==> src/rtl/nibble_pkg.sv <==
// Shared nibble packer/unpacker definitions: digit width, FSM states, index-width helper.
package nibble_pkg;

  localparam int DIGIT_W_DEF = 4;

  typedef enum logic {
    IDLE  = 1'b0,
    SHIFT = 1'b1
  } state_t;

  // Index width for n positions; never below 1 so a single-digit word still has a port.
  function automatic int clog2(input int n);
    int r;
    r = 0;
    while ((1 << r) < n) r++;
    return (r < 1) ? 1 : r;
  endfunction

endpackage

==> src/rtl/nibble_unpacker_lead_zero_cnt.sv <==
// Leading-zero-digit counter, capped at NUM_DIGITS-1; built only with NIBBLE_UNPACK_LZS_EN.
// Latency: combinational. Backpressure: none.
`ifdef NIBBLE_UNPACK_LZS_EN
module lead_zero_cnt
  import nibble_pkg::*;
#(
  parameter int DATA_W  = 16,
  parameter int DIGIT_W = DIGIT_W_DEF,
  localparam int NUM_DIGITS = DATA_W / DIGIT_W,
  localparam int IDX_W      = clog2(NUM_DIGITS)
) (
  input  logic [DATA_W-1:0] word,
  output logic [IDX_W-1:0]  z
);

  logic found;

  // The least-significant digit is never examined, which gives the cap for free.
  always_comb begin
    z     = '0;
    found = 1'b0;
    for (int i = 0; i < NUM_DIGITS - 1; i++) begin
      if (!found && word[DATA_W-1-i*DIGIT_W -: DIGIT_W] == '0)
        z = IDX_W'(i + 1);
      else
        found = 1'b1;
    end
  end

endmodule
`endif

==> src/rtl/nibble_unpacker.sv <==
// Serialises a packed word into DIGIT_W digits, MS first; NIBBLE_UNPACK_LZS_EN drops leading zeros.
// Latency: first digit the cycle after load, one digit per accepted cycle, one idle cycle per word.
// Backpressure: out_ready low holds digit/idx/last indefinitely; in_ready stays low until the word drains.
module nibble_unpacker
  import nibble_pkg::*;
#(
  parameter int DATA_W  = 16,
  parameter int DIGIT_W = DIGIT_W_DEF,
  localparam int NUM_DIGITS = DATA_W / DIGIT_W,
  localparam int IDX_W      = clog2(NUM_DIGITS)
) (
  input  logic               clk,
  input  logic               rst,
  input  logic [DATA_W-1:0]  in_word,
  input  logic               in_valid,
  output logic               in_ready,
  output logic [DIGIT_W-1:0] out_digit,
  output logic               out_valid,
  input  logic               out_ready,
  output logic               out_last,
  output logic [IDX_W-1:0]   out_idx
);

  state_t              state, state_nxt;
  logic [DATA_W-1:0]   shreg, shreg_nxt;
  logic [IDX_W-1:0]    count, count_nxt;
  logic [DATA_W-1:0]   load_word;
  logic [IDX_W-1:0]    load_cnt;

`ifdef NIBBLE_UNPACK_LZS_EN
  logic [IDX_W-1:0] lz;

  lead_zero_cnt #(
    .DATA_W  (DATA_W),
    .DIGIT_W (DIGIT_W)
  ) u_lzc (
    .word (in_word),
    .z    (lz)
  );

  // Pre-align so the first significant digit sits in the output slot.
  assign load_word = in_word << (lz * DIGIT_W);
  assign load_cnt  = IDX_W'(NUM_DIGITS - 1) - lz;
`else
  assign load_word = in_word;
  assign load_cnt  = IDX_W'(NUM_DIGITS - 1);
`endif

  always_ff @(posedge clk) begin
    if (!rst) begin
      state <= IDLE;
      shreg <= '0;
      count <= '0;
    end else begin
      state <= state_nxt;
      shreg <= shreg_nxt;
      count <= count_nxt;
    end
  end

  always_comb begin
    state_nxt = state;
    shreg_nxt = shreg;
    count_nxt = count;
    in_ready  = 1'b0;
    out_valid = 1'b0;
    case (state)
      IDLE: begin
        in_ready = 1'b1;
        if (in_valid) begin
          shreg_nxt = load_word;
          count_nxt = load_cnt;
          state_nxt = SHIFT;
        end
      end
      SHIFT: begin
        out_valid = 1'b1;
        if (out_ready) begin
          if (count == '0) begin
            state_nxt = IDLE;
          end else begin
            shreg_nxt = shreg << DIGIT_W;
            count_nxt = count - IDX_W'(1);
          end
        end
      end
      default: state_nxt = IDLE;
    endcase
  end

  // Outputs decode registered state only; digit/last are masked outside SHIFT.
  assign out_digit = out_valid ? shreg[DATA_W-1 -: DIGIT_W] : '0;
  assign out_last  = out_valid && (count == '0);
  assign out_idx   = count;

endmodule

==> config.mk <==
export PLATFORM = sky130hd
export DESIGN_NAME = nibble_unpacker
export DESIGN_NICKNAME = d
export VERILOG_FILES = /design/src/rtl/nibble_pkg.sv /design/src/rtl/nibble_unpacker_lead_zero_cnt.sv /design/src/rtl/nibble_unpacker.sv
export SDC_FILE = /design/constraint.sdc
export NUM_CORES = 1
export LEC_CHECK = 0
export CORE_MARGIN = 2
export CORE_UTILIZATION = 35
export CTS_BUF_LIST = sky130_fd_sc_hd__clkbuf_8
export DETAILED_ROUTE_END_ITERATION = 12
export GPL_TIMING_DRIVEN = 0
export SKIP_LAST_GASP = 1
export SYNTH_ARGS = -nofsm -noshare
export SYNTH_HDL_FRONTEND = slang
export SYNTH_SLANG_ARGS = --single-unit
==> constraint.sdc <==
create_clock -name clk -period 2.8 [get_ports clk]
set_input_delay 0.28 -clock clk [delete_from_list [all_inputs] [get_ports clk]]
set_output_delay 0.28 -clock clk [all_outputs]
set_load 0.01 [all_outputs]
==> results of run 1 <==
-- cell usage after synthesis --
| cell | instances | area share, % |
|---|---|---|
| mux2_2 | 8 | 8.8 |
| buf_2 | 1 | 0.49 |
| o22ai_1 | 4 | 2.4 |
| mux2i_1 | 12 | 12 |
| buf_6 | 3 | 3.3 |
| mux2_4 | 4 | 5.9 |
| o21ai_1 | 5 | 2.4 |
| inv_1 | 3 | 1.1 |
| dfxtp_1 | 19 | 37 |
| ha_1 | 1 | 1.2 |
| buf_8 | 1 | 1.5 |
| nand2_1 | 9 | 3.3 |
| and2_1 | 5 | 3.1 |
| o211a_1 | 2 | 2.0 |
| nor2b_4 | 1 | 1.3 |
| o21ai_0 | 8 | 3.9 |
| clkbuf_1 | 5 | 1.8 |
| mux2_1 | 1 | 1.1 |
| nand3_1 | 2 | 0.98 |
| a21oi_1 | 13 | 6.4 |
-- sequential cells by signal (all words and copies together) (netlist names) --
signal and cells:
state 1, shreg 16, out_idx 2
-- worst paths after layout --
kind / startpoint / depth (start not counted) / to / slack (ns)
max: state$_SDFF_PN0_ / 4 / out_digit[3] / 0.67
min reg2reg: shreg[2]$_SDFFE_PN0P_ / 2 / shreg[2]$_SDFFE_PN0P_ / 0.47
min: in_valid / 4 / shreg[5]$_SDFFE_PN0P_ / 0.47
max reg2reg: out_idx[0]$_SDFFE_PN0P_ / 7 / shreg[11]$_SDFFE_PN0P_ / 1.30
-- area by class of cell --
class | count | area [um2] | share of cell area, %
well taps | 31 | 38.8 | 2.82
clock buffers | 3 | 41.3 | 3.00
multi-input cells | 75 | 558 | 40.5
flip-flops and latches | 19 | 380 | 27.6
repair buffers | 27 | 270 | 19.6
plain buffers | 10 | 72.6 | 5.27
clock inverters | 1 | 3.75 | 0.273
inverters | 3 | 11.3 | 0.818
-- stage by stage --
| stage | area (um2) | power [mW] | setup WS [ns] |
|---|---|---|---|
| 2_1_floorplan | 1020 | 0.427 | 1.38 |
| 3_3_place_gp | 1330 | 0.492 | 0.951 |
| 3_5_place_dp | 1330 | 0.495 | 0.947 |
| 4_1_cts | 1380 | 0.679 | 0.649 |
| 5_1_grt | 1380 | 0.709 | 0.562 |
| 6_report | 1380 | 0.670 | 0.673 |
-- power by group --
group	switching, mW	internal [mW]
clock	0.0860	0.0973
combinational	0.0721	0.102
sequential	0.0170	0.296
total	0.175	0.495
-- cells by family after synthesis --
kind of cell,count (synthesis)
compound gates,32
flops,19
buf+inv,13
fa+ha+maj,1
mux,25
simple gates,17
-- routing by layer --
layer	up-vias	share of wire (%)
met5	-	0
met4	0	0
met3	0	4.6
met2	17	49
met1	382	46
li1	444	-
-- critical path: stages, from the launching register on --
cell	delay, ns
dfxtp_1	0.32
buf_2	0.17
clkbuf_1	0.38
and2_1	0.20
clkdlybuf4s50_1	0.53
==> results.py, run 1 <==
metrics = {
    "status": {
        "status": "finished clean",
    },
    "finish": {
        "drive_gt1_share_pct": 15.2,
        "num-fill-cells": 277,
        "finalNonFillerCells": 169,
        "final_cell_mix": "clkdlybuf4s50_1 (27), dfxtp_1 (19), a21oi_1 (13)",
        "final_core_util_pct": 49.9,
        "final_common_cell": "clkdlybuf4s50_1",
        "final_nets": 160,
        "area_growth_pct": 34.6,
        "antenna_cells": 0,
    },
    "place": {
        "gp_congestion": 0.768,
        "hpwlAfterDp_um": 1620,
        "io_buffers": 27,
        "dp.cells": 165,
    },
    "cts": {
        "cts_made_buffers": 3,
        "post_cts_buffers": 0,
        "cts_max_level": 1,
        "cts_tree": "built",
        "cts_resized": 0,
        "cts.sinks": 19,
        "postCtsHoldBufs": 0,
        "clock_path_buffers": 2,
        "clk_pin_slew_ns": 0.07,
        "cts_root_buf": "clkbuf_8",
        "clkLatencyLatePin_ns": 0.25,
    },
    "yosys": {
        "yosysSeqAreaShare_pct": 37.2,
        "synth_fa_ha_area_share_pct": 1.22,
        "yosys.area_share.simple_pct": 8.69,
        "syn_avg_cell_area_um2": 9.55,
        "yosys_warnings": 0,
        "synth_top_family_by_area": "multiplexers",
        "synthesis.instances": 107,
        "synth_nets": 128,
        "synth_area_um2": 1020,
        "synth_compound_area_share_pct": 17.1,
        "yosysUniqueCellTypes": 20,
        "synth_xor_area_share_pct": 0,
        "synthMuxAreaShare_pct": 27.5,
        "ys_ff_latch": 19,
    },
    "setup_path": {
        "crit_arrival_ns": 1.85,
        "worstPathMaxFanout": 10,
        "required_ns": 2.52,
        "start_kind": "flop",
        "path_class": "flop to output port",
        "worstSetupEndpointType": "output port",
    },
    "routing": {
        "routed_via_density": 4.99,
        "dr_total_vias": 843,
        "drc": 0,
        "wl_um": 2180,
        "wl_per_cell_um": 12.9,
        "ant_nets": 0,
        "drt_iter0_drc": 9,
        "dr.pass1.iters": 2,
    },
    "grt": {
        "grt_use_met2_pct": 26.0,
        "grt_usage_pct": 14.1,
        "grt_use_met3_pct": 3.57,
        "antenna_found_initial": 0,
        "grt_pass1_vias": 859,
        "grt_overflow": 0,
        "grt_max_degree": 11,
        "use_met1_pct": 17.1,
        "grt_pass1_wl_um": 3750,
        "busiest_layer": "met2",
    },
    "timing": {
        "setup_viol": 0,
        "rsz0062_at_grt": "false",
        "clock.fmax_mhz": 470,
        "fin_skew_ns": 0.00262,
        "slew_headroom_pct": 67.9,
        "fin_crit_ns": 2.13,
        "fin_crit_sh_pct": 75.9,
        "fin_tns_setup_ns": 0,
        "hold_viol_final": 0,
        "finalMaxSlewViolations": 0,
        "tightest_slew_ns": 0.482,
        "holdWs_ns": 0.470,
    },
    "floorplan": {
        "rows": 19,
        "die_w_um": 58.0,
        "die_height_um": 58.0,
        "pin_count": 29,
        "core_area_um2": 2760,
        "die-area_um2": 3370,
        "start_util_pct": 37.1,
    },
    "pwr": {
        "p_leak_nw": 0.552,
        "power_density_nw_per_um2": 487,
        "ir_worst_vdd_mv": 0.521,
    },
    "hold_path": {
        "worstHoldPathType": "input pin to flop",
    },
    "run": {
        "max_cap_violations": 0,
    },
}
No activity file was read; power rests on OpenSTA's default activity.
==> inputs of run 2 (changes only) <==
==> constraint.sdc (replaced) <==
create_clock -name clk -period 2 [get_ports clk]
set_input_delay 0.2 -clock clk [delete_from_list [all_inputs] [get_ports clk]]
set_output_delay 0.2 -clock clk [all_outputs]
set_load 0.01 [all_outputs]
==> run 2 against run 1 <==
Total power increased by 40%. Clock power grew 40%. Sequential power increased by 40%. Cell count fell by 0.59%. Count of clock-buffer cells in the layout did not move. Design area fell by 0.27%. First-iteration DRC count rose by 11%. Critical path type unchanged. Worst hold slack got worse by 0.083 ns. Routed wire length down 0.60%. Via count rose by 0.59%. Largest power group unchanged.
==> results.py, run 2 (synthesis gave the netlist of run 1 again) <==
metrics = {
    "pwr": {
        "p_leak_nw": 0.550,
        "ir_worst_vdd_mv": 0.723,
        "power_density_nw_per_um2": 683,
    },
    "run": {
        "max_cap_violations": 0,
    },
    "cts": {
        "cts_root_buf": "clkbuf_8",
        "cts.sinks": 19,
        "postCtsHoldBufs": 0,
        "cts_tree": "built",
        "clkLatencyLatePin_ns": 0.25,
        "cts_made_buffers": 3,
        "cts_resized": 0,
        "clk_pin_slew_ns": 0.07,
        "post_cts_buffers": 0,
        "cts_max_level": 1,
        "clock_path_buffers": 2,
    },
    "floorplan": {
        "die_w_um": 58.0,
        "die-area_um2": 3370,
        "core_area_um2": 2760,
        "rows": 19,
        "pin_count": 29,
        "die_height_um": 58.0,
        "start_util_pct": 37.1,
    },
    "finish": {
        "final_common_cell": "clkdlybuf4s50_1",
        "final_cell_mix": "clkdlybuf4s50_1 (27), dfxtp_1 (19), a21oi_1 (13)",
        "design_area_um2": 1370,
        "final_nets": 159,
        "largest_reg_flops": 16,
        "antenna_cells": 0,
        "drive_gt1_share_pct": 15.3,
        "regMostFlops": "shreg",
        "num-fill-cells": 278,
        "area_growth_pct": 34.3,
    },
    "routing": {
        "wl_um": 2170,
        "drt_iter0_drc": 10,
        "dr_total_vias": 848,
        "wl_per_cell_um": 12.9,
        "drc": 0,
        "routed_via_density": 5.05,
        "dr.pass1.iters": 2,
        "ant_nets": 0,
    },
    "hold_path": {
        "worstHoldPathType": "input pin to flop",
        "min_path_cells": 4,
        "holdPathEnd": "shreg[5]$_SDFFE_PN0P_",
        "hold_path.startpoint": "in_valid",
    },
    "setup_path": {
        "start_kind": "flop",
        "worstPathMaxFanout": 16,
        "reg2reg_depth": 7,
        "path_class": "flop to output port",
        "worstSetupEndpointType": "output port",
        "required_ns": 1.80,
        "reg2reg_slack_ns": 0.50,
        "reg2reg_from": "out_idx[0]$_SDFFE_PN0P_",
        "crit_arrival_ns": 1.57,
        "reg2reg_to": "shreg[11]$_SDFFE_PN0P_",
    },
    "timing": {
        "tightest_slew_ns": 0.481,
        "setup_viol": 0,
        "slew_headroom_pct": 67.9,
        "fin_skew_ns": 0.00218,
        "fin_crit_ns": 1.77,
        "fin_crit_sh_pct": 88.7,
        "hold_viol_final": 0,
        "clock.fmax_mhz": 563,
        "rsz0062_at_grt": "false",
        "finalMaxSlewViolations": 0,
        "fin_tns_setup_ns": 0,
        "holdWs_ns": 0.387,
    },
    "status": {
        "status": "finished clean",
    },
    "grt": {
        "grt_overflow": 0,
        "grt_pass1_wl_um": 3740,
        "antenna_found_initial": 0,
        "grt_usage_pct": 14.0,
        "grt_pass1_vias": 852,
        "grt_max_degree": 17,
    },
    "place": {
        "dpl_cell_area_um2": 1330,
        "hpwlAfterDp_um": 1620,
        "gp_congestion": 0.768,
        "io_buffers": 27,
    },
}
[run 2: cell type report]
cell class,count,area [um2],area share (%)
Inverter,3,11.3,0.820
Multi-Input combinational cell,75,558,40.7
Tap cell,31,38.8,2.83
Buffer,9,68.8,5.01
Sequential cell,19,380,27.7
Timing Repair Buffer,27,270,19.7
Clock buffer,3,41.3,3.01
Clock inverter,1,3.75,0.273
[run 2: worst max-delay path by stage]
stage / start / endpoint / slack [ns] / depth (start not counted)
after floorplan: out_idx[0]$_SDFFE_PN0P_ / shreg[10]$_SDFFE_PN0P_ / 0.58 / 7
after global placement: state$_SDFF_PN0_ / out_digit[3] / 0.23 / 4
final: state$_SDFF_PN0_ / out_last / 0.23 / 3
after detailed placement: state$_SDFF_PN0_ / out_digit[1] / 0.23 / 4
after global routing: state$_SDFF_PN0_ / out_last / 0.12 / 3
after CTS: state$_SDFF_PN0_ / out_last / 0.20 / 3
[run 2: metal layers]
metal	part of all wire [%]	up-vias	track usage, %
li1	-	441	-
met3	4.7	0	3.57
met1	46	390	17.1
met5	0	-	0
met2	50	17	25.8
met4	0	0	0.997
[run 2: through the flow]
step	cells	setup slack (ns)	power (mW)	util, %
floorplan	107	0.580	0.598	-
global placement	165	0.231	0.689	48.3
detailed placement	165	0.227	0.693	48.3
CTS	168	0.197	0.950	49.8
global route	168	0.119	0.992	49.8
finish	168	0.225	0.937	49.8
[run 2: critical path, stage by stage, from the launching register on]
cell and delay, ns:
dfxtp_1 0.32, buf_2 0.28, and2_1 0.19, clkdlybuf4s50_1 0.53
[run 2: where the power goes]
group | leakage, nW | total [mW] | switching, mW | internal [mW]
sequential | 0.158 | 0.438 | 0.0239 | 0.414
combinational | 0.366 | 0.242 | 0.100 | 0.142
clock | 0.0269 | 0.257 | 0.121 | 0.136
total | 0.550 | 0.937 | 0.245 | 0.692
==> inputs of run 3 (changes only) <==
--- a/config.mk
+++ b/config.mk
@@ -8,6 +8,7 @@
 export CORE_MARGIN = 2
 export CORE_UTILIZATION = 35
 export CTS_BUF_LIST = sky130_fd_sc_hd__clkbuf_8
+export CTS_CLUSTER_DIAMETER = 40
 export DETAILED_ROUTE_END_ITERATION = 12
 export GPL_TIMING_DRIVEN = 0
 export SKIP_LAST_GASP = 1
==> results of run 3 <==
No change in the layout: final DEF, timing and power equal those of run 2.
